File: src/rtl/mem_access_unit.sv
// Load/store unit between the pipeline and a single-port data memory.
// Takes one access at a time, handles byte lanes and alignment, and extends load data.
module mem_access_unit (
  input  logic        clk,
  input  logic        reset,
  input  logic [1:0]  memOp,
  input  logic [2:0]  funct3,
  input  logic [31:0] addr,
  input  logic [31:0] storeData,
  output logic        memReq,
  output logic        memWe,
  output logic [31:0] memAddr,
  output logic [3:0]  memBe,
  output logic [31:0] memWdata,
  input  logic        memAck,
  input  logic [31:0] memRdata,
  output logic [31:0] memOut,
  output logic        readValid,
  output logic        stall,
  output logic        misaligned
);

  // state | meaning
  // IDLE  | waiting for an aligned load/store
  // BUSY  | memReq held until memAck
  // RESP  | one-cycle release; readValid for loads
  typedef enum logic [1:0] {IDLE, BUSY, RESP} state_t;

  typedef enum logic [1:0] {SZ_BYTE, SZ_HALF, SZ_WORD} size_t;

  state_t      state;
  logic [2:0]  funct3_q;
  logic [1:0]  addr_lo_q;
  logic        load_q;

  logic        op_valid;
  logic        op_load;
  logic        mis_cond;
  logic        accept;
  size_t       size_in;
  logic [3:0]  store_be;
  logic [31:0] store_wdata;

  function automatic size_t size_of(input logic [2:0] f);
    size_t s;
    case (f)
      3'b000, 3'b100: s = SZ_BYTE;
      3'b001, 3'b101: s = SZ_HALF;
      default:        s = SZ_WORD;
    endcase
    return s;
  endfunction

  function automatic logic [31:0] extract(input logic [2:0] f, input logic [1:0] lo,
                                          input logic [31:0] rd);
    logic [31:0] shifted;
    logic [15:0] half;
    logic        sign_ok;
    logic [31:0] res;
    shifted = rd >> {lo, 3'b000};
    half    = lo[1] ? rd[31:16] : rd[15:0];
    sign_ok = ~f[2];
    case (size_of(f))
      SZ_BYTE: res = {{24{sign_ok & shifted[7]}}, shifted[7:0]};
      SZ_HALF: res = {{16{sign_ok & half[15]}}, half};
      default: res = rd;
    endcase
    return res;
  endfunction

  assign size_in  = size_of(funct3);
  assign op_load  = (memOp == 2'b01);
  assign op_valid = (memOp == 2'b01) || (memOp == 2'b10);

  always_comb begin
    mis_cond = 1'b0;
    case (size_in)
      SZ_HALF: mis_cond = addr[0];
      SZ_WORD: mis_cond = (addr[1:0] != 2'b00);
      default: mis_cond = 1'b0;
    endcase
  end

  assign accept = (state == IDLE) && op_valid && !mis_cond;

  // Gated by reset so a held request cannot raise stall while reset is asserted.
  assign stall      = !reset && (accept || (state == BUSY));
  assign misaligned = !reset && (state == IDLE) && op_valid && mis_cond;

  always_comb begin
    store_be    = 4'b1111;
    store_wdata = storeData;
    case (size_in)
      SZ_BYTE: begin
        store_be    = 4'b0001 << addr[1:0];
        store_wdata = {4{storeData[7:0]}};
      end
      SZ_HALF: begin
        store_be    = addr[1] ? 4'b1100 : 4'b0011;
        store_wdata = {2{storeData[15:0]}};
      end
      default: begin
        store_be    = 4'b1111;
        store_wdata = storeData;
      end
    endcase
  end

  always_ff @(posedge clk or posedge reset) begin
    if (reset) begin
      state     <= IDLE;
      funct3_q  <= 3'b000;
      addr_lo_q <= 2'b00;
      load_q    <= 1'b0;
      memReq    <= 1'b0;
      memWe     <= 1'b0;
      memAddr   <= 32'h0;
      memBe     <= 4'b0000;
      memWdata  <= 32'h0;
      memOut    <= 32'h0;
      readValid <= 1'b0;
    end else begin
      case (state)
        IDLE: begin
          readValid <= 1'b0;
          if (accept) begin
            funct3_q  <= funct3;
            addr_lo_q <= addr[1:0];
            load_q    <= op_load;
            memReq    <= 1'b1;
            memWe     <= !op_load;
            memAddr   <= {addr[31:2], 2'b00};
            memBe     <= op_load ? 4'b1111 : store_be;
            memWdata  <= op_load ? 32'h0 : store_wdata;
            state     <= BUSY;
          end
        end
        BUSY: begin
          if (memAck) begin
            memReq    <= 1'b0;
            readValid <= load_q;
            if (load_q)
              memOut <= extract(funct3_q, addr_lo_q, memRdata);
            state     <= RESP;
          end
        end
        RESP: begin
          readValid <= 1'b0;
          state     <= IDLE;
        end
        default: begin
          memReq    <= 1'b0;
          readValid <= 1'b0;
          state     <= IDLE;
        end
      endcase
    end
  end

endmodule

File: config.mk
export PLATFORM = sky130hd
export DESIGN_NAME = mem_access_unit
export DESIGN_NICKNAME = d
export VERILOG_FILES = /design/src/rtl/mem_access_unit.sv
export SDC_FILE = /design/constraint.sdc
export NUM_CORES = 1
export LEC_CHECK = 0
export BUFFER_PORTS_ARGS = -buffer_cell sky130_fd_sc_hd__buf_4
export CAP_MARGIN = 10
export CELL_PAD_IN_SITES_DETAIL_PLACEMENT = 0
export CELL_PAD_IN_SITES_GLOBAL_PLACEMENT = 2
export CORE_MARGIN = 2
export CORE_UTILIZATION = 29
export DETAILED_ROUTE_END_ITERATION = 12
export PLACE_DENSITY_LB_ADDON = 0.1
export SYNTH_ARGS = -nofsm -noshare
export SYNTH_HDL_FRONTEND = slang
export SYNTH_SLANG_ARGS = --single-unit
File: constraint.sdc
create_clock -name clk -period 4.7 [get_ports clk]
set_clock_uncertainty 0.2 [all_clocks]
set_input_delay 0.94 -clock clk [delete_from_list [all_inputs] [get_ports clk]]
set_output_delay 0.94 -clock clk [all_outputs]
set_load 0.02 [all_outputs]
Yosys cells after proc, flatten, opt, wreduce, memory -nomap -nowiden
Index checks and enable logic that the tools add are counted.
{ "word_totals": {"register_bits": 109, "in_bits": 104, "out_inout_bits": 105, "wordCells": 78} }
{ "classes": {"n_eq_ne": 15, "n_shift": 2, "n_mux": 21, "bitwise": 4, "reduce_logical": 25} }
{ "op_table": {"columns": ["op", "count"], "rows": [
  ["case mux 32 bit (2 select lines)", 2],
  ["two-way mux 32 bit", 1],
  ["right shift 32 x 5 -> 8 bit", 1],
  ["two-way mux 16 bit", 1],
  ["equality test 3 bit (second input constant)", 4],
  ["case mux 2 bit (2 select lines)", 3],
  ["two-way mux 2 bit", 5],
  ["equality test 2 x 1 -> 1 bit (second input constant)", 4],
  ["two-way mux 4 bit", 2],
  ["case mux 4 bit (2 select lines)", 1],
  ["OR reduction 2 bit", 4],
  ["equality test 2 bit (second input constant)", 3],
  ["equality test 3 x 1 -> 1 bit (second input constant)", 2],
  ["logical AND 1 bit", 6],
  ["zero test 2 bit", 3],
  ["zero test 3 bit", 2],
  ["AND reduction 3 bit", 2],
  ["two-way mux 1 bit", 4],
  ["inequality test 2 bit (second input constant)", 2],
  ["AND reduction 2 bit", 2],
  ["<< shifter 1 x 2 -> 4 bit (first input constant)", 1],
  ["zero test 1 bit", 3],
  ["case mux 1 bit (3 select lines)", 1],
  ["AND 1 bit", 2],
  ["other kinds (4)", 6]
]} }

Longest topological paths before layout
{ "depth": {"word_depth": 9, "ltp_mapped": 8, "ltp_nobuf": 6} }

Least setup slack after synthesis
No wires, ideal clock.
{ "synth_timing": {"path_kind": "input port to output port", "start": "in memOp[1]", "end": "out stall", "arrival_ps": 2136, "required_ps": 3560, "slack_ps": 1424, "path_stages": 7, "n_path_buf": 2, "cell_sequence": "inv_1 ha_1 nor3_2 o21ai_2 buf_6 buf_2 a21oi_1"} }
{ "synth_via": {"elab_chain_cells": 6, "elab_cells_between_ends": 7, "classes_between": "eq/ne (2); reduce/logical (5)"} }
{ "synth_rtl": {"columns": ["item", "line_no", "text"], "rows": [
  ["from (decl)", "6", "input logic [1:0] memOp,"],
  ["equality test 2 x 1 -> 1 bit or equality test 2 bit (tied branches)", "73", "assign op_valid = (memOp == 2'b01) || (memOp == 2'b10);"],
  ["logical OR 1 bit (*)", "73", null],
  ["logical AND 1 bit (*) (2 in a row)", "84", "assign accept = (state == IDLE) && op_valid && !mis_cond;"],
  ["logical OR 1 bit (*)", "87", "assign stall = !reset && (accept || (state == BUSY));"],
  ["logical AND 1 bit (*)", "87", null],
  ["to (decl)", "19", "output logic stall,"]
]} }
Every way passes the cells marked *; elsewhere a longest branch is shown, timed or not.

Final worst setup path
{ "layout_timing": {"start": "in memOp[0]", "end": "out misaligned"} }
{ "layout_via": {"elab_chain_cells": 4, "elab_cells_between_ends": 5, "classes_between": "eq/ne (2); reduce/logical (3)"} }
{ "layout_rtl": {"columns": ["item", "line_no", "text"], "rows": [
  ["equality test 2 x 1 -> 1 bit or equality test 2 bit (tied branches)", "73", null],
  ["logical OR 1 bit (*)", "73", null],
  ["logical AND 1 bit (*) (2 in a row)", "88", "assign misaligned = !reset && (state == IDLE) && op_valid && mis_cond;"],
  ["to (decl)", "20", "output logic misaligned"]
]} }
Marks and branches as above.

==> impl_metrics.tcl <==
set metrics [dict create \
    yosys_warnings 0 \
    p_per_area_nw_per_um2 600.1 \
    n_antenna_cell 0 \
    routed_wl_um 15050 \
    htreeDepth 3 \
    start_util_pct 29.52 \
    postCtsSetupBuffers 0 \
    hold_viol 0 \
    worst_pin_slew_ns 0.8930 \
    grt-busiest-layer "met2" \
    min_period_ns 3.187 \
    grt_use_met3_pct 5.817 \
    tritoncts "done" \
    antenna_found_initial 0 \
    numCtsBuffers 9 \
    gr-total-overflow 0 \
    critPathLaunch "memOp[0]" \
    syn_avg_cell_area_um2 11.01 \
    grtUsageTotal_pct 16.31 \
    synth_area_leaders "dfrtp_1 54%, mux2_2 8.6%, mux2i_1 5.5%, nand2_1 4.6%, a21oi_1 3.7%" \
    instances_no_fill 881 \
    max_cap_violations 0 \
    max_freq_ghz 0.3138 \
    ys_seq_elements 109 \
    status "finished clean" \
    placed_cell_area_um2 6758 \
    grt_use_met1_pct 19.97 \
    post-route-period-util_pct 67.81 \
    drtIter0Drc 188 \
    total_leakage_power_uw 0.003387 \
    ys.flop_type "dfrtp_1" \
    cp.required_ns 3.56 \
    cts_resized 0 \
    seq_area_frac_synth_pct 53.60 \
    p_int_uw 2613 \
    dieArea_um2 18620 \
    ant_nets 0 \
    stdcell_area_um2 7106 \
    start_kind "primary input" \
    switching_share_pct 38.73 \
    reg2reg_from "addr_lo_q[1]$_DFFE_PP0P_" \
    drt-wirelength-per-cell_um 17.09 \
    pwr-share-comb_pct 44.9 \
    grt_first_pass_wirelength_um 22910 \
    setup_viol 0 \
    drc 0 \
    core_area_um2 17240 \
    tns_ns 0 \
    pin_count 209 \
    clockPowerShare_pct 17.8 \
    multi_input_area_um2 2127 \
    synthDistinctLibCells 39 \
    synthesis.area_um2 5089 \
    synth_most_common_cell "dfrtp_1" \
    slew_viol_final 0 \
    syn_inst 462 \
    seqPwrFrac_pct 37.2 \
    power_switching_uw 1651 \
    die-height_um 136.5 \
    n_fill_cell 1739 \
    post-dp-hpwl_um 10680 \
    postCtsHoldBufs 0 \
    peakVddDrop_v 0.0002459 \
    async_flop_share_pct 100.0 \
    portBuffers 206 \
    cts-root-buf "clkbuf_16" \
    synth_top_area_cell "dfrtp_1" \
    avgViaCountPerCell 4.757 \
    synthDominantCellAreaShare_pct 53.60 \
    worstPathArrival_ns 2.05 \
    cp_max_fo 2 \
    worstSetupEndpointType "primary output" \
    synth_commonest_cells "109 x dfrtp_1, 62 x nand2_1, 39 x mux2_2" \
    dp_cells 863 \
    grt_use_met2_pct 26.44 \
    drive_gt1_share_pct 42.53 \
    cts_buffer_depth 2 \
    rsz0062_at_grt "false" \
    grt_max_degree 113 \
    seq_area_um2 2728 \
    nets 756 \
    dr.pass1.iters 4 \
    slew_headroom_pct 40.47 \
    hold_path.startpoint "memWdata[8]$_DFFE_PP0P_" \
    die_w_um 136.5 \
    num_vias 4191 \
    row_count 48 \
    fin_util_pct 41.22 \
    clock_latency_ns 0.35 \
    grt_pass1_vias 4150 \
    numClockSinks 109 \
    whs_ns 0.2824 \
    finalWeightedCongestion 0.7445 \
    clk_pin_slew_ns 0.07 \
    syn_to_final_growth_pct 39.64 \
    synth-edff-count 0 \
    hold_path_class "reg -> reg" \
    critPathKind "in -> out" \
]
through the flow:
step,worst slack (ns),power (uW)
floorplan,0.6861,2673
global placement,1.497,3520
detailed placement,1.514,3546
CTS,1.498,4330
global route,1.451,4548
finish,1.513,4264
critical path: stages:
cell	delay, ns
buf_4	0.11
ha_1	0.30
nor3_2	0.23
nor4b_1	0.27
buf_4	0.19
path summary, 6_finish.rpt:
kind / cells past startpoint / end / slack (ns)
setup / recovery: 5 / misaligned / 1.51
hold / removal: 2 / memWdata[8]$_DFFE_PP0P_ / 0.28
setup reg to reg: 4 / memOut[16]$_DFFE_PP0P_ / 2.30
hold reg to reg: 2 / memWdata[8]$_DFFE_PP0P_ / 0.28
max in group asynchronous: 4 / memOut[11]$_DFFE_PP0P_ / 3.08
min in group asynchronous: 2 / memAddr[31]$_DFFE_PP0P_ / 0.33
power by group through the flow:
stage	registers, uW	clock network [uW]	logic, uW
after floorplan	2020	0	656
after global placement	1600	0	1920
after detailed placement	1610	0	1940
after CTS	1600	795	1940
after global routing	1650	840	2060
final	1590	761	1920
cells in the final DEF, fill, tap and decap left out, drive strengths merged, types with 2 or more instances in the layout:
cell	n
nor3	2
o31ai	24
inv	6
a21oi	39
mux2i	28
nand2	62
clkbuf	10
nor2	39
nand3b	8
clkinv	3
buf	213
mux2	44
clkinvlp	2
a32oi	7
o21ai	25
a221o	7
nand2b	11
conb	2
a21boi	2
dfrtp	109
layer usage:
metal  share of wire (%)  up-vias
li1                    -     1993
met1                  41     2031
met2                  48      148
met3                 8.7       19
met4                 1.9        0
met5                   0        -
layout make-up:
cell class | instances | area share (%)
Clock inverter | 6 | 0.8980
Clock buffer | 10 | 3.222
Multi-Input combinational cell | 312 | 29.93
Timing Repair Buffer | 213 | 23.24
Inverter | 6 | 0.3522
Tap cell | 225 | 3.962
Sequential cell | 109 | 38.39
state kept, by name, summed over array words and instances, names as in the netlist:
name	flops
addr_lo_q	2
funct3_q	3
load_q	1
memAddr	30
memBe	4
memOut	32
memReq	1
memWdata	32
memWe	1
readValid	1
state	2
cell families (layout without fill, tap and decap cells):
logic type	count (synthesis)	in the layout	share of synthesized area [%]
other	1	2	0.07369
flip-flops	109	109	53.60
buffers and inverters	42	235	4.819
multiplexers	72	72	15.47
AO/OA/AOI/OAI	109	109	13.87
AND/OR/NAND/NOR	128	128	11.93
adder cells (fa/ha/maj)	1	1	0.2458
No activity file was read; power rests on OpenSTA's default activity.
